`config.mk`:
```
export PLATFORM = sky130hd
export DESIGN_NAME = forward_hazard_unit
export DESIGN_NICKNAME = d
export VERILOG_FILES = /design/src/rtl/mips_pipe_pkg.sv /design/src/rtl/fwd_compare.sv /design/src/rtl/forward_hazard_unit.sv
export SDC_FILE = /design/constraint.sdc
export NUM_CORES = 1
export LEC_CHECK = 0
export BUFFER_PORTS_ARGS = -buffer_cell sky130_fd_sc_hd__buf_4
export CORE_MARGIN = 2
export CORE_UTILIZATION = 55
export CTS_BUF_LIST = sky130_fd_sc_hd__clkbuf_16
export DETAILED_ROUTE_END_ITERATION = 7
export HOLD_SLACK_MARGIN = 0.1
export PLACE_DENSITY = 0.87
export SLEW_MARGIN = 20
export SYNTH_ARGS = -nofsm -noshare
export SYNTH_HDL_FRONTEND = slang
export SYNTH_HIERARCHICAL = 1
export SYNTH_SLANG_ARGS = --single-unit
```
`constraint.sdc`:
```
create_clock -name clk -period 2.5 [get_ports clk]
set_input_delay 0.625 -clock clk [delete_from_list [all_inputs] [get_ports clk]]
set_output_delay 0.625 -clock clk [all_outputs]
set_load 0.005 [all_outputs]
```
`src/rtl/mips_pipe_pkg.sv`:
```
// mips_pipe_pkg: shared forwarding-select constants and stage-tracking records
package mips_pipe_pkg;
  localparam int REG_ADDR_W_DEFAULT = 5;
  localparam logic [1:0] FWD_REG = 2'b00;
  localparam logic [1:0] FWD_EXMEM = 2'b01;
  localparam logic [1:0] FWD_MEMWB = 2'b10;
  typedef struct packed {
    logic [REG_ADDR_W_DEFAULT-1:0] rs;
    logic [REG_ADDR_W_DEFAULT-1:0] rt;
    logic [REG_ADDR_W_DEFAULT-1:0] dst;
    logic reg_write;
    logic mem_read;
    logic valid;
  } ex_stage_t;
  typedef struct packed {
    logic [REG_ADDR_W_DEFAULT-1:0] dst;
    logic reg_write;
  } mem_stage_t;
  typedef struct packed {
    logic [REG_ADDR_W_DEFAULT-1:0] dst;
    logic reg_write;
  } wb_stage_t;
endpackage

```
`src/rtl/fwd_compare.sv`:
```
// fwd_compare: prioritized forwarding select for one source specifier, newest producer first
module fwd_compare
  import mips_pipe_pkg::*;
#(
  parameter int W = REG_ADDR_W_DEFAULT
) (
  input  logic [W-1:0] src,
  input  logic         en,
  input  logic [W-1:0] mem_dst,
  input  logic         mem_we,
  input  logic [W-1:0] wb_dst,
  input  logic         wb_we,
  output logic [1:0]   sel
);
  logic mem_hit, wb_hit;
  always_comb begin
    mem_hit = en && mem_we && mem_dst != '0 && mem_dst == src;
    wb_hit = en && wb_we && wb_dst != '0 && wb_dst == src;
    sel = mem_hit ? FWD_EXMEM : wb_hit ? FWD_MEMWB : FWD_REG;
  end
endmodule

```
`src/rtl/forward_hazard_unit.sv`:
```
// forward_hazard_unit: EX/MEM/WB dest tracking, ALU operand forwarding and load-use stall; WB_BYPASS_EN adds decode-stage WB bypass
module forward_hazard_unit
  import mips_pipe_pkg::*;
#(
  parameter int REG_ADDR_W = REG_ADDR_W_DEFAULT
) (
  input  logic                  clk,
  input  logic                  reset,
  input  logic                  id_valid,
  input  logic [REG_ADDR_W-1:0] id_rs,
  input  logic [REG_ADDR_W-1:0] id_rt,
  input  logic [REG_ADDR_W-1:0] id_dst,
  input  logic                  id_reg_write,
  input  logic                  id_mem_read,
  input  logic                  hold,
  input  logic                  flush,
  output logic [1:0]            fwd_a_sel,
  output logic [1:0]            fwd_b_sel,
  output logic                  stall,
  output logic                  pc_write,
  output logic                  if_id_write,
  output logic                  id_bypass_a,
  output logic                  id_bypass_b
);
  ex_stage_t ex;
  mem_stage_t mem;
  wb_stage_t wb;
  logic bubble;
  assign stall = ex.mem_read && ex.dst != '0 && id_valid && (ex.dst == id_rs || ex.dst == id_rt);
  assign pc_write = ~stall & ~hold;
  assign if_id_write = ~stall & ~hold;
  assign bubble = stall || flush || !id_valid;
  always_ff @(posedge clk or posedge reset) begin
    if (reset) begin
      ex <= '0;
      mem <= '0;
      wb <= '0;
    end else if (!hold) begin
      wb <= wb_stage_t'{dst: mem.dst, reg_write: mem.reg_write};
      mem <= mem_stage_t'{dst: ex.dst, reg_write: ex.reg_write};
      ex <= bubble ? '0 : ex_stage_t'{rs: id_rs, rt: id_rt, dst: id_dst,
                                      reg_write: id_reg_write, mem_read: id_mem_read, valid: 1'b1};
    end
  end
  fwd_compare #(.W(REG_ADDR_W)) u_cmp_a (
    .src(ex.rs), .en(ex.valid), .mem_dst(mem.dst), .mem_we(mem.reg_write),
    .wb_dst(wb.dst), .wb_we(wb.reg_write), .sel(fwd_a_sel)
  );
  fwd_compare #(.W(REG_ADDR_W)) u_cmp_b (
    .src(ex.rt), .en(ex.valid), .mem_dst(mem.dst), .mem_we(mem.reg_write),
    .wb_dst(wb.dst), .wb_we(wb.reg_write), .sel(fwd_b_sel)
  );
`ifdef WB_BYPASS_EN
  // covers a register file that cannot write before read in the same cycle
  assign id_bypass_a = wb.reg_write && wb.dst != '0 && wb.dst == id_rs;
  assign id_bypass_b = wb.reg_write && wb.dst != '0 && wb.dst == id_rt;
`else
  assign id_bypass_a = 1'b0;
  assign id_bypass_b = 1'b0;
`endif
endmodule

```
==> results of run 1 <==
==> routing by layer <==
layer	routed length, µm	up-vias
met5	0	-
met4	66	0
met3	246	8
met2	2180	56
met1	1750	724
li1	-	683
==> what timing repair did <==
item,4_1_cts,5_1_grt
setup endpoints to repair,2,2
buffers inserted,0,2
hold endpoints to repair,0,0
gates resized for setup,1,2
==> placed cells by master (no fill, tap or decap), types with 2 or more instances in the layout <==
cell / netlist / layout
nand3_1: 4 / 4
dfrtp_2: 0 / 2
conb_1: 1 / 2
xnor2_1: 24 / 24
inv_1: 6 / 7
a2111oi_2: 2 / 2
nand2_1: 19 / 19
mux2_2: 12 / 12
dfrtp_1: 30 / 28
clkbuf_16: 0 / 5
o21ai_1: 2 / 2
nor3_2: 2 / 2
a32oi_1: 17 / 17
buf_4: 5 / 36
o211ai_1: 2 / 2
o41ai_2: 2 / 2
nor4_1: 2 / 2
xor2_1: 2 / 2
nand4_1: 2 / 2
o21ai_0: 18 / 18
o2111ai_1: 2 / 2
==> per-stage QoR <==
stage / power (mW) / worst slack (ns)
4_1_cts: 1.51 / 0.00413
3_5_place_dp: 0.946 / 0.277
5_1_grt: 1.58 / 0.0180
2_1_floorplan: 0.844 / 0.114
3_3_place_gp: 0.924 / 0.296
6_report: 1.51 / 0.0764
==> sequential cells by signal, indices dropped and copies added (netlist names) <==
register,cells
ex,18
mem,6
wb,6
==> report_power, final <==
part | internal [mW] | switching [mW] | total, mW
Sequential | 0.547 | 0.0913 | 0.638
Clock | 0.358 | 0.199 | 0.557
Combinational | 0.167 | 0.146 | 0.312
==> worst max path at each step <==
stage,to,slack [ns],cells past startpoint
floorplan,pc_write,0.11,6
global placement,if_id_write,0.30,6
detailed placement,if_id_write,0.28,6
CTS,if_id_write,0.004,5
global route,if_id_write,0.02,5
finish,stall,0.08,5
==> critical path: stages (launching register included) <==
cell and delay, ns:
dfrtp_2 0.43, or4_4 0.56, o211ai_4 0.18, inv_2 0.06
and2_1 0.16, buf_4 0.13
==> cell type report <==
| cell class | instances | area, µm² | share of cell area |
|---|---|---|---|
| clock buffers | 5 | 125 | 0.0576 |
| clock inverters | 3 | 12.5 | 0.00576 |
| inverters | 7 | 26.3 | 0.0121 |
| multi-input cells | 121 | 931 | 0.428 |
| flip-flops and latches | 30 | 753 | 0.347 |
| well taps | 44 | 55.1 | 0.0253 |
| repair buffers | 36 | 270 | 0.124 |
==> cells by family after synthesis <==
logic type / Yosys count
buffers and inverters: 22
XOR/XNOR: 26
AND/OR/NAND/NOR: 32
AO/OA/AOI/OAI: 49
flip-flops: 30
multiplexers: 12
other: 1
==> summary.txt, run 1 <==
Status
  – Outcome: finished clean

Critical path
  – Critical Path End Type: primary output
  – Worst r2r dst: ex[11]$_DFFE_PP0N_
  – FF-to-FF setup slack: 0.73 ns
  – Worst path required time: ~1.9 ns
  – Worst reg2reg path depth: 5
  – Crit path arrival time: approximately 1.8 ns
  – CP startpoint kind: flip-flop
  – CP Launch Point: ex[4]$_DFFE_PP0N_
  – Max FO, Critical Path: 4
  – Path type of the worst setup path: flip-flop to primary output
  – R2R Path Start: ex[4]$_DFFE_PP0N_

Yosys
  – Largest family of logic cells by synthesized area: compound AO/OA/AOI/OAI gates
  – Post-Syn Area: around 1800 µm²
  – Main synth FF type: dfrtp_1
  – Simple-gate share of the synthesized area: 0.0933
  – Post-synth top cells: 30 x dfrtp_1, 24 x xnor2_1, 19 x nand2_1
  – Mux contribution to synthesized area: 0.0757
  – Seq/Total Area, Yosys: 0.421
  – Post-Syn Area per Cell: around 10 µm²
  – Area leader, netlist: dfrtp_1
  – Post-synth EDFFs: 0
  – Complex-gate fraction of the synthesized area: 0.215
  – Post-Synth XOR/XNOR Area: 0.128
  – Netlist cell types: 30
  – Yosys Warn Count: 6
  – Mapped Cells: approximately 170
  – Post-Synth Adder-Cell Area: 0
  – Yosys top cell area share: 0.421
  – Flops & latches, synth: 30
  – Most frequent cell after synthesis: dfrtp_1
  – Top post-synthesis cells by area: dfrtp_1 42%, xnor2_1 12%, a32oi_1 8.3%, mux2_2 7.6%, o21ai_0 5.0%
  – Ys async rst share: 1.00

CTS
  – Root Driver: clkbuf_16
  – TritonCTS buffer count: 5
  – Sink Count: 30
  – Hold-fix buffers at CTS: 0
  – Clock latency on the worst-skew pair: ~0.27 ns
  – Clock Tree Buf Depth: 2
  – CTS tree: yes
  – Clock Pin Slew Worst Setup and Hold Paths: ~0.05 ns
  – Max H-tree Level: 2

Routing
  – Routed Antenna Nets: 0
  – DR iter-0 viols: around 110
  – WL/cell: between 15 and 20 µm
  – Via count: about 1500
  – Final WL: around 4200 µm
  – Detailed Routing Iterations Pass 1: 4
  – DRC: 0
  – Vias per std cell: 5.98

Global route
  – Gr ovfl total: 0
  – Largest net degree at the start of global routing: 33
  – Initial antenna violation count: 0
  – GRT met2 Usage: 0.418
  – GR peak layer: met2
  – GRT Util Overall: 0.255
  – First-pass GRT wire length: between 6000 and 7000 µm
  – M1 GR Usage: 0.323
  – Met3 usage: 0.0725
  – Vias in the first global route: around 1400

Place
  – Instance area at placement: ~2000 µm²
  – Cell Count Post-Placement: around 240
  – PortBufs: 28
  – Gp weighted congestion: between 0.8 and 0.9
  – Post-DP HPWL: about 3000 µm

Timing
  – Max Freq: between 400 and 500 MHz
  – Fin Setup TNS: 0 ns
  – Final hold violation count: 0
  – Hold slack: approximately 0.43 ns
  – Slew Limit Fails: 0
  – Tcrit/Tclk final: 0.969
  – Endpoints failing setup: 0
  – Clk_skew: 0.00456 ns
  – RSZ-0062 raised after global routing: no
  – Tmin final: approximately 2.4 ns

Die
  – Initial Utilization: 0.580
  – I/O pin total: 31
  – DIE WIDTH: 61.0 µm
  – Total core area: around 3000 µm²
  – Die Area: approximately 3700 µm²
  – Die Ht: between 60 and 70 µm
  – Placement Rows: 20

Finish
  – Number of nets in the layout: 223
  – Fillers: approximately 240
  – Non-Filler Instances: about 250
  – Synth-to-layout area growth: 21.8%
  – Final Cell Area: ~2200 µm²
  – Share of cells above drive strength 1: 0.332
  – Util after Layout: 0.706
  – Ant diodes: 0

Power
  – Cell leakage power: approximately 0.89 nW
  – Pwr Density: slightly below 700 nW/µm²
  – VDD IR max: between 0.0005 and 0.0006 V

Job
  – Max-cap violations: 0

Hold path
  – Worst hold path type: primary input to async pin
Note: power is estimated with default switching activity, not from simulation.
==> run 2: changes to the inputs <==
--- a/config.mk
+++ b/config.mk
@@ -5,13 +5,14 @@
 export SDC_FILE = /design/constraint.sdc
 export NUM_CORES = 1
 export LEC_CHECK = 0
+export ABC_AREA = 1
 export BUFFER_PORTS_ARGS = -buffer_cell sky130_fd_sc_hd__buf_4
 export CORE_MARGIN = 2
 export CORE_UTILIZATION = 55
 export CTS_BUF_LIST = sky130_fd_sc_hd__clkbuf_16
 export DETAILED_ROUTE_END_ITERATION = 7
-export HOLD_SLACK_MARGIN = 0.1
-export PLACE_DENSITY = 0.87
+export HOLD_SLACK_MARGIN = 0.15
+export PLACE_DENSITY = 0.86
 export SLEW_MARGIN = 20
 export SYNTH_ARGS = -nofsm -noshare
 export SYNTH_HDL_FRONTEND = slang
==> constraint.sdc (replaced) <==
create_clock -name clk -period 2.5 [get_ports clk]
set_input_delay 0.375 -clock clk [delete_from_list [all_inputs] [get_ports clk]]
set_output_delay 0.375 -clock clk [all_outputs]
set_load 0.005 [all_outputs]
==> summary.txt, run 2 <==
Status
  – Outcome: finished clean

Critical path
  – CP startpoint kind: flip-flop
  – Crit path arrival time: around 1.7 ns
  – Worst reg2reg path depth: 9
  – Critical Path End Type: primary output
  – Worst path required time: between 2 and 2.5 ns
  – FF-to-FF setup slack: roughly 1.2 ns
  – Path type of the worst setup path: flip-flop to primary output
  – Max FO, Critical Path: 19

Routing
  – WL/cell: between 10 and 15 µm
  – Final WL: around 4400 µm
  – Vias per std cell: ~5
  – Detailed Routing Iterations Pass 1: 4
  – Via count: roughly 1800
  – DRC: 0
  – Routed Antenna Nets: 0
  – DR iter-0 viols: 134

Timing
  – Max Freq: around 500 MHz
  – Tcrit/Tclk final: 0.817
  – Slew Limit Fails: 0
  – Hold slack: approximately 0.19 ns
  – Fin Setup TNS: 0 ns
  – Endpoints failing setup: 0
  – Clk_skew: 0.00297 ns
  – Tmin final: 2.04 ns
  – Final hold violation count: 0
  – RSZ-0062 raised after global routing: no

Yosys
  – Post-synth EDFFs: 0
  – Main synth FF type: dfrtp_1
  – Ys async rst share: 1.00
  – Most frequent cell after synthesis: nand2_1
  – Seq/Total Area, Yosys: 0.399
  – Post-synth top cells: 132 x nand2_1, 34 x inv_1, 30 x dfrtp_1, 30 x nand3_1, 23 x nor2_1
  – Post-Syn Area: between 1500 and 2000 µm²
  – Post-Syn Area per Cell: ~6.3 µm²
  – Top post-synthesis cells by area: dfrtp_1 40%, nand2_1 26%, nand3_1 8.0%, inv_1 6.8%, nor2_1 4.6%
  – Flops & latches, synth: 30
  – Yosys Warn Count: 6
  – Mapped Cells: about 300
  – Yosys top cell area share: 0.399
  – Netlist cell types: 20
  – Area leader, netlist: dfrtp_1

Place
  – Post-DP HPWL: 3060 µm
  – PortBufs: 28
  – Gp weighted congestion: 0.874

Global route
  – Vias in the first global route: between 1500 and 2000
  – First-pass GRT wire length: just under 8000 µm
  – Largest net degree at the start of global routing: 38
  – GRT Util Overall: 0.258
  – Initial antenna violation count: 0
  – Gr ovfl total: 0

CTS
  – Clock Tree Buf Depth: 2
  – Clock Pin Slew Worst Setup and Hold Paths: around 0.05 ns
  – Clock latency on the worst-skew pair: approximately 0.27 ns
  – Post-CTS Setup Inserts: 0
  – Cts repair resizes: 0
  – CTS tree: yes
  – Sink Count: 30
  – Root Driver: clkbuf_16
  – Max H-tree Level: 2
  – TritonCTS buffer count: 5
  – Hold-fix buffers at CTS: 0

Die
  – Die Area: ~4000 µm²
  – I/O pin total: 31
  – DIE WIDTH: 62.5 µm
  – Total core area: between 3000 and 4000 µm²
  – Placement Rows: 21
  – Initial Utilization: 0.568
  – Die Ht: 62.5 µm

Finish
  – Fillers: 301
  – Synth-to-layout area growth: 18.2%
  – Biggest regs: ex x18, mem x6, wb x6
  – Commonest non-fill, non-tap cell in the layout: nand2_1
  – Largest register FFs: 18
  – Most flop-heavy register: ex
  – Number of nets in the layout: 344
  – Multi-input gate area: 891 µm²
  – Share of cells above drive strength 1: 0.171
  – Storage cell area: between 700 and 800 µm²
  – Ant diodes: 0
  – Most frequent cells in the layout: 132 x nand2_1, 34 x inv_1, 30 x nand3_1, 30 x dfrtp_1, 29 x buf_4

Power
  – Cell leakage power: 1.28 nW
  – Pwr Density: between 500 and 600 nW/µm²
  – VDD IR max: between 0.0003 and 0.0004 V

Hold path
  – Worst hold path type: primary input to async pin

Job
  – Max-cap violations: 0
run 2: cell types whose count changed after synthesis, moves of 6 or more:
cell,delta
mux2_2,-12
inv_1,+28
a32oi_1,-17
nor2_1,+23
nand2_1,+113
inv_2,+10
nand3_1,+26
clkbuf_1,-6
o21ai_0,-11
xnor2_1,-22
run 2: routing by layer:
metal | share of wire | vias to the layer above | GRT usage
li1 | - | 931 | -
met1 | 0.42 | 857 | 0.309
met2 | 0.51 | 52 | 0.457
met3 | 0.055 | 5 | 0.0559
met4 | 0.0087 | 0 | 0.0889
met5 | 0 | - | 0
run 2: kinds of logic after synthesis:
group,count (synthesis),synth area share
xor gates and xnor gates,2,0.00932
DFF,30,0.399
buffers and inverters,56,0.128
AOI/OAI and AO/OA,11,0.0293
and+or+nand+nor,196,0.431
other,1,0.00200
run 2: worst max-delay path, stage by stage (launching register included):
cell     delay [ns]
dfrtp_1        0.41
inv_1          0.14
nand2_1        0.08
nand2_1        0.07
nor2_1         0.04
nand3_1        0.07
nand2_2        0.07
nand2_4        0.17
inv_1          0.08
nor2_1         0.13
buf_4          0.13
run 2: worst paths after layout:
kind	startpoint	to
worst max register to register	ex[4]$_DFFE_PP0N_	ex[14]$_DFFE_PP0N_
worst min register to register	ex[2]$_DFFE_PP0N_	mem[0]$_DFFE_PP0N_
worst min-delay path	reset	ex[3]$_DFFE_PP0N_
min in group clk	id_dst[4]	ex[7]$_DFFE_PP0N_
max in group asynchronous	reset	wb[3]$_DFFE_PP0N_
worst max-delay path	ex[4]$_DFFE_PP0N_	pc_write
run 2: through the flow:
| stage | worst slack [ns] | instance area (µm²) | power [mW] | util | std cells |
|---|---|---|---|---|---|
| finish | 0.458 | 2220 | 1.32 | 0.671 | 368 |
| global placement | 0.789 | 2090 | 0.762 | 0.630 | 361 |
| floorplan | 0.896 | 1880 | 0.700 | - | 297 |
| detailed placement | 0.771 | 2090 | 0.769 | 0.630 | 361 |
| CTS | 0.454 | 2220 | 1.32 | 0.671 | 368 |
| global route | 0.295 | 2220 | 1.39 | 0.671 | 368 |
run 2: cell type report:
class,instances,share of cell area
Clock buffer,5,0.0563
Clock inverter,2,0.00451
Inverter,45,0.0761
Multi-Input combinational cell,211,0.401
Sequential cell,30,0.338
Tap cell,46,0.0259
Timing Repair Buffer,29,0.0980
run 2: where the power goes:
| part | switching [mW] | leakage, nW | internal [mW] |
|---|---|---|---|
| clock network | 0.193 | 0.0694 | 0.358 |
| registers | 0.0451 | 0.404 | 0.518 |
| logic | 0.117 | 0.805 | 0.0849 |
| total | 0.356 | 1.28 | 0.960 |
